==> src/rtl/ifetch_ctrl.sv <==
// Instruction fetch controller: PC sequencer, 2-entry {pc, word} buffer and IDLE/RUN/STOP control.
// Optional end-of-program stop is enabled by defining IFETCH_END_STOP_EN.
module ifetch_ctrl #(
   parameter logic [31:0] RESET_PC = 32'h0000_0000,
   parameter logic [31:0] END_ADDR = 32'h0000_0138
) (
   input  logic        clk,
   input  logic        rst_n,
   input  logic        fetch_en,
   output logic [31:0] rom_addr,
   input  logic [31:0] rom_data,
   input  logic        redirect_valid,
   input  logic [31:0] redirect_pc,
   output logic        inst_valid,
   output logic [31:0] inst_data,
   output logic [31:0] inst_pc,
   input  logic        inst_ready,
   output logic        done
);

   typedef enum logic [1:0] {
      ST_IDLE = 2'd0,
      ST_RUN  = 2'd1,
      ST_STOP = 2'd2
   } state_e;

   state_e            state_q, state_d;
   logic [31:0]       fetch_pc_q, fetch_pc_d;
   logic [1:0][31:0]  mem_pc_q, mem_pc_d;
   logic [1:0][31:0]  mem_data_q, mem_data_d;
   logic              wr_ptr_q, wr_ptr_d;
   logic              rd_ptr_q, rd_ptr_d;
   logic [1:0]        count_q, count_d;

   logic              push_s;
   logic              pop_s;
   logic              flush_s;
   logic              can_push_s;
   logic              end_hit_s;
   logic              unused_s;

   assign pop_s      = (count_q != 2'd0) && inst_ready;
   assign can_push_s = (count_q != 2'd2) || pop_s;
   assign end_hit_s  = (fetch_pc_q == END_ADDR);

   assign rom_addr   = fetch_pc_q;
   assign inst_valid = (count_q != 2'd0);
   assign inst_pc    = mem_pc_q[rd_ptr_q];
   assign inst_data  = mem_data_q[rd_ptr_q];

`ifdef IFETCH_END_STOP_EN
   logic done_q, done_d;
   assign done      = done_q;
   assign done_d    = (state_d == ST_STOP);
   assign unused_s  = ^redirect_pc[1:0];
`else
   assign done      = 1'b0;
   assign unused_s  = ^{redirect_pc[1:0], end_hit_s};
`endif

   // Control FSM and fetch PC; a redirect overrides any push for this cycle.
   always_comb begin
      state_d    = state_q;
      fetch_pc_d = fetch_pc_q;
      push_s     = 1'b0;
      flush_s    = 1'b0;
      if (redirect_valid) begin
         flush_s    = 1'b1;
         fetch_pc_d = {redirect_pc[31:2], 2'b00};
         if (state_q == ST_IDLE) begin
            state_d = ST_IDLE;
         end else begin
            state_d = ST_RUN;
         end
      end else begin
         case (state_q)
            ST_IDLE: begin
               if (fetch_en) begin
                  state_d = ST_RUN;
               end else begin
                  state_d = ST_IDLE;
               end
            end
            ST_RUN: begin
               if (!fetch_en) begin
                  state_d = ST_IDLE;
               end else if (can_push_s) begin
                  push_s     = 1'b1;
                  fetch_pc_d = fetch_pc_q + 32'd4;
`ifdef IFETCH_END_STOP_EN
                  if (end_hit_s) begin
                     state_d = ST_STOP;
                  end else begin
                     state_d = ST_RUN;
                  end
`endif
               end else begin
                  state_d = ST_RUN;
               end
            end
            ST_STOP: state_d = ST_STOP;
            default: state_d = ST_IDLE;
         endcase
      end
   end

   // Two-entry buffer: write at wr_ptr, read at rd_ptr, count tracks occupancy.
   always_comb begin
      mem_pc_d   = mem_pc_q;
      mem_data_d = mem_data_q;
      wr_ptr_d   = wr_ptr_q;
      rd_ptr_d   = rd_ptr_q;
      count_d    = count_q;
      if (flush_s) begin
         wr_ptr_d = 1'b0;
         rd_ptr_d = 1'b0;
         count_d  = 2'd0;
      end else begin
         if (push_s) begin
            mem_pc_d[wr_ptr_q]   = fetch_pc_q;
            mem_data_d[wr_ptr_q] = rom_data;
            wr_ptr_d             = ~wr_ptr_q;
         end else begin
            wr_ptr_d = wr_ptr_q;
         end
         if (pop_s) begin
            rd_ptr_d = ~rd_ptr_q;
         end else begin
            rd_ptr_d = rd_ptr_q;
         end
         case ({push_s, pop_s})
            2'b10:   count_d = count_q + 2'd1;
            2'b01:   count_d = count_q - 2'd1;
            default: count_d = count_q;
         endcase
      end
   end

   // State register with asynchronous reset.
   always_ff @(posedge clk or negedge rst_n) begin
      if (!rst_n) begin
         state_q    <= ST_IDLE;
         fetch_pc_q <= RESET_PC;
         mem_pc_q   <= '0;
         mem_data_q <= '0;
         wr_ptr_q   <= 1'b0;
         rd_ptr_q   <= 1'b0;
         count_q    <= 2'd0;
      end else begin
         state_q    <= state_d;
         fetch_pc_q <= fetch_pc_d;
         mem_pc_q   <= mem_pc_d;
         mem_data_q <= mem_data_d;
         wr_ptr_q   <= wr_ptr_d;
         rd_ptr_q   <= rd_ptr_d;
         count_q    <= count_d;
      end
   end

`ifdef IFETCH_END_STOP_EN
   // Done flag follows entry into STOP.
   always_ff @(posedge clk or negedge rst_n) begin
      if (!rst_n) begin
         done_q <= 1'b0;
      end else begin
         done_q <= done_d;
      end
   end
`endif

endmodule

==> config.mk <==
export PLATFORM = sky130hd
export DESIGN_NAME = ifetch_ctrl
export DESIGN_NICKNAME = d
export VERILOG_FILES = /design/src/rtl/ifetch_ctrl.sv
export SDC_FILE = /design/constraint.sdc
export NUM_CORES = 1
export LEC_CHECK = 0
export CORE_MARGIN = 3
export CORE_UTILIZATION = 52
export CTS_BUF_LIST = sky130_fd_sc_hd__clkbuf_8
export DETAILED_ROUTE_END_ITERATION = 16
export PLACE_DENSITY = 0.93
export SYNTH_ARGS = -nofsm -noshare
export SYNTH_HDL_FRONTEND = slang
export SYNTH_SLANG_ARGS = --single-unit
==> constraint.sdc <==
create_clock -name clk -period 2.3 [get_ports clk]
set_input_delay 0.575 -clock clk [delete_from_list [all_inputs] [get_ports clk]]
set_output_delay 0.575 -clock clk [all_outputs]
set_load 0.01 [all_outputs]
# --- Word-level counts from Yosys, hierarchy flattened ---
# Cells that the tools add are included.
word_totals:
  register_bits: 166
  input_bits: 69
  output_inout_bits: 98
classes:
  order_cmp: 3
  n_eq_ne: 6
  reduce_logical: 13
  n_bitwise: 3
  n_mux: 29
  add_sub_neg: 3
op_table:
  columns: ["op", "n"]
  rows:
  - ["$mux 32", 9]
  - ["$bwmux 64", 2]
  - ["$add 32x3->32 const B", 1]
  - ["$demux 32 s1", 1]
  - ["$reduce_bool 2->1", 6]
  - ["$mux 1", 11]
  - ["$mux 2", 4]
  - ["$pmux 2 s3", 1]
  - ["$eq 2x1->1 const B", 2]
  - ["$eq 2x2->1 const B", 2]
  - ["$lt 1x2->1 const B", 2]
  - ["$ne 4x4->1 const B", 1]
  - ["$pmux 2 s2", 1]
  - ["$not 1->1", 3]
  - ["$reduce_and 3->1", 1]
  - ["$reduce_bool 3->1", 1]
  - ["$add 2x1->2 const B", 1]
  - ["$logic_and 1x1->1", 2]
  - ["$logic_not 2->1", 1]
  - ["$ne 2x2->1 const B", 1]
  - ["$reduce_and 2->1", 1]
  - ["$sub 2x1->2 const B", 1]
  - ["$ge 1x1->1 const B", 1]
  - ["$logic_or 1x1->1", 1]

# --- Depth between registers and ports, before layout ---
depth:
  word_depth: 10
  mapped_depth: 7
  ltp_nobuf: 5

# --- Worst setup path after synthesis ---
# No wires, ideal clock.
synth_timing:
  kind: "input to register"
  startpoint: "input fetch_en"
  endpoint: "register mem_data_q[32] (netlist name)"
  n_path_buf: 2
  path_stages: 6
  path_slack_ns: 0.225
  arrival_time_ns: 1.950
  cell_sequence: "nand3b_1 nor2_1 and3_1 buf_2 buf_2 mux2_2"
synth_via:
  elab_chain_len: 4
synth_rtl:
  columns: ["item", "line_no", "text"]
  rows:
  - ["start: declaration", "9", "input logic fetch_en,"]
  - ["$mux 1", "85", "if (!fetch_en) begin"]
  - ["$mux 1", "76", "case (state_q)"]
  - ["$mux 1", "67", "if (redirect_valid) begin"]
  - ["$reduce_and 2->1 (no line)", null, null]
  - ["end signal: assignment", "153", "mem_data_q <= mem_data_d;"]
  - ["end: declaration", "30", "logic [1:0][31:0] mem_data_q, mem_data_d;"]
# Every way passes these cells.
# A chain may end at the register's enable or synchronous reset.

# --- Worst setup path after layout ---
layout_timing:
  startpoint: "register rd_ptr_q"
  endpoint: "output inst_pc[15]"
layout_via:
  elab_chain_len: 2
layout_rtl:
  columns: ["item", "line_no", "text"]
  rows:
  - ["start: declaration", "32", "logic rd_ptr_q, rd_ptr_d;"]
  - ["start signal: assignment", "155", "rd_ptr_q <= rd_ptr_d;"]
  - ["$mux 32 (implied by the code) (2 in series)", "48", "assign inst_pc = mem_pc_q[rd_ptr_q];"]
  - ["end: declaration", "16", "output logic [31:0] inst_pc,"]
# Every way passes these cells. The select of a mux whose other input is x is not followed.

==> out/summary.txt <==
drt initial violations -> 407
io pins -> 167
Vert. Die Dim -> 126 um
final setup margin -> 0.0183 ns
Via-to-Cell Ratio -> 5.87
Slew Limit Fails -> 0
nets@finish -> 846
Synth async-reset ratio -> 1.00
Area Overhead vs Synth -> 35.8%
Post-DP HPWL -> 13100 um
worst hold path type -> primary input to asynchronous set/reset pin
Routed Antenna Nets -> 0
Setup crit start kind -> register
number of synthesized flops with an enable pin -> 0
Total Wirelength -> 20200 um
r2r setup slk -> 0.20 ns
total gr overflow -> 0
Pre-antenna DRT Iters -> 6
RSZ-0062 raised after global routing -> true
top_reg_cell synth -> dfrtp_1
Final Power -> 8880 uW
crit path buf inv count -> 3
die footprint -> 15900 sq um
Root Driver -> clkbuf_8
post-synthesis register bit count -> 160
worst r2r src -> state_q[1]$_DFFE_PN0P_
CP delay by family, top -> buffers and inverters
CP endpoint kind -> primary output
core area -> 14000 sq um
Fmax -> 438 MHz
status -> finished, final reports clean
Antenna diodes -> 0
initial antenna violation count -> 0
CP max stage cell -> dfrtp_2
Avg WL per Cell -> 20.8 um
Via Count -> 5684
Max Cap Viol -> 0
Worst-path clk slew -> 0.09 ns
CP Class -> register to primary output
crit path cell chain -> buf_12 -> clkbuf_16 -> mux2_2 -> buf_6
post-synthesis sequential area ratio -> 0.534
Unique masters post-synth -> 44
total clock sinks -> 160
Fin. Hold Viols -> 0
period utilisation layout -> 0.992
pre-CTS WS -> -0.297 ns
Critical Path RT -> 1.73 ns
initial core utilization -> 0.536
global-route wire length before repair -> 31100 um
CTS buffer count -> 17
largest net degree at the start of global routing -> 44
synthesized instance count -> 582
# port buffers -> 159
Placer Congestion -> 0.842
crit path from -> rd_ptr_q$_DFFE_PN0P_
Mean Syn Cell Area -> 12.9 sq um
Final setup viols -> 0
Rows -> 43
cell area after synthesis -> 7490 sq um
vias in the first global route -> 5980
Data arrival, critical path -> 1.71 ns
Hold Buf Count CTS -> 0
htree depth -> 4
TNS Setup -> 0 ns
CTS Buffer Depth -> 2
share of layout cells above drive strength 1 -> 0.433
Worst VDD drop -> 0.000535 V
Die W -> 126 um
Pwr per Cell Area -> 873 nW/um^2
drc violations -> 0
CTS tree -> done
Final min period -> 2.28 ns
max incr delay on CP -> 0.45 ns
Layout Skew -> 0.0103 ns
GRT Util Overall -> 0.246
maximum fanout along the worst path -> 6
synth warn -> 0
Skew-Pair Late Insertion Delay -> 0.45 ns
Pleak -> 0.00434 uW
## final timing paths
| kind | endpoint | cells past startpoint |
|---|---|---|
| max | inst_pc[15] | 4 |
| min | mem_data_q[11]$_DFFE_PN0P_ | 1 |
| max reg2reg | rom_addr[14]$_DFFE_PN0P_ | 4 |
| min reg2reg | state_q[1]$_DFFE_PN0P_ | 1 |
| max in group asynchronous | rom_addr[31]$_DFFE_PN0P_ | 2 |
| min in group clk | state_q[1]$_DFFE_PN0P_ | 1 |
## state kept, by name, indices dropped and copies added (netlist names)
name,count
state_q,2
mem_pc_q,60
mem_data_q,64
wr_ptr_q,1
rd_ptr_q,1
rom_addr,30
count_q,2
## where the power goes
part           leakage (uW)  switching, uW  internal (uW)
logic               0.00218           1080           1680
registers           0.00195            449           3530
clock network      0.000212           1040           1100
## final cells by class
class / instances / area (sq um)
Inverter: 6 / 22.5
Fill cell: 896 / 3820
Clock buffer: 18 / 248
Sequential cell: 160 / 4010
Clock inverter: 14 / 163
Tap cell: 180 / 225
Multi-Input combinational cell: 377 / 3370
Timing Repair Buffer: 214 / 2140
## per-layer routing
metal | share of wire | track usage
met5 | 0 | 0
met4 | 0.026 | 0.0871
met3 | 0.058 | 0.0615
met2 | 0.53 | 0.424
met1 | 0.38 | 0.303
## per-stage QoR
stage | hold slack, ns | cells | utilization | area, sq um
3_3_place_gp | 0.454 | 925 | 0.682 | 9550
3_5_place_dp | 0.470 | 925 | 0.682 | 9550
2_1_floorplan | 0.279 | 586 | - | 7510
5_1_grt | 0.0323 | 969 | 0.727 | 10200
6_report | 0.0306 | 969 | 0.727 | 10200
4_1_cts | 0.0280 | 964 | 0.723 | 10100
## cell families after synthesis
kind of cell,share of synthesized area
muxes,0.281
and+or+nand+nor,0.0887
other,0.000501
adders and majority gates,0.00167
xor gates and xnor gates,0.0105
buffers and inverters,0.0294
DFF,0.534
AOI/OAI and AO/OA,0.0538
## cell usage after synthesis (2+ instances only)
cell	instances	area share
nor4_1	4	0.0033
clkbuf_1	20	0.010
and3_1	3	0.0025
or3_1	3	0.0025
nor2_1	25	0.013
o31ai_1	19	0.019
o21ai_0	14	0.0094
buf_4	5	0.0050
and2_1	3	0.0025
a31oi_1	21	0.018
nand3_1	13	0.0087
xnor2_1	7	0.0082
o31a_1	4	0.0047
mux2_2	186	0.28
nor3_1	2	0.0013
clkbuf_2	2	0.0013
inv_1	5	0.0025
buf_2	12	0.0080
or4_1	19	0.019
buf_1	4	0.0020
xor2_1	2	0.0023
nand2b_1	3	0.0025
dfrtp_1	160	0.53
nand4_1	11	0.0092
and4_1	4	0.0047
nand2_1	13	0.0065
## layout by cell type (no fill, tap or decap), types with 2 or more instances in the layout
master	count
conb_1	5
clkbuf_8	18
nor2_1	25
and2_1	3
nor4_1	4
a31oi_1	21
and4_1	4
buf_6	34
nor3_1	2
mux2_4	21
clkbuf_2	24
buf_16	3
dfrtp_1	159
nand4_1	11
xor2_1	2
xnor2_1	7
or4_1	19
nand2_1	13
clkbuf_16	4
buf_4	37
o31a_1	4
clkinvlp_4	2
or3_1	3
mux2_2	165
inv_6	3
bufinv_16	3
clkinv_2	3
nand3_1	13
o21ai_0	14
inv_1	7
o31ai_1	19
and3_1	2
buf_2	7
nand2b_1	3
clkdlybuf4s50_1	95
buf_12	9
## what timing repair did
item	4_1_cts	5_1_grt
pin swaps	0	0
gates cloned	3	5
buffers inserted	4	1
gates resized for setup	212	72
setup endpoints to repair	63	62
Power figures use the tool's default switching activity.
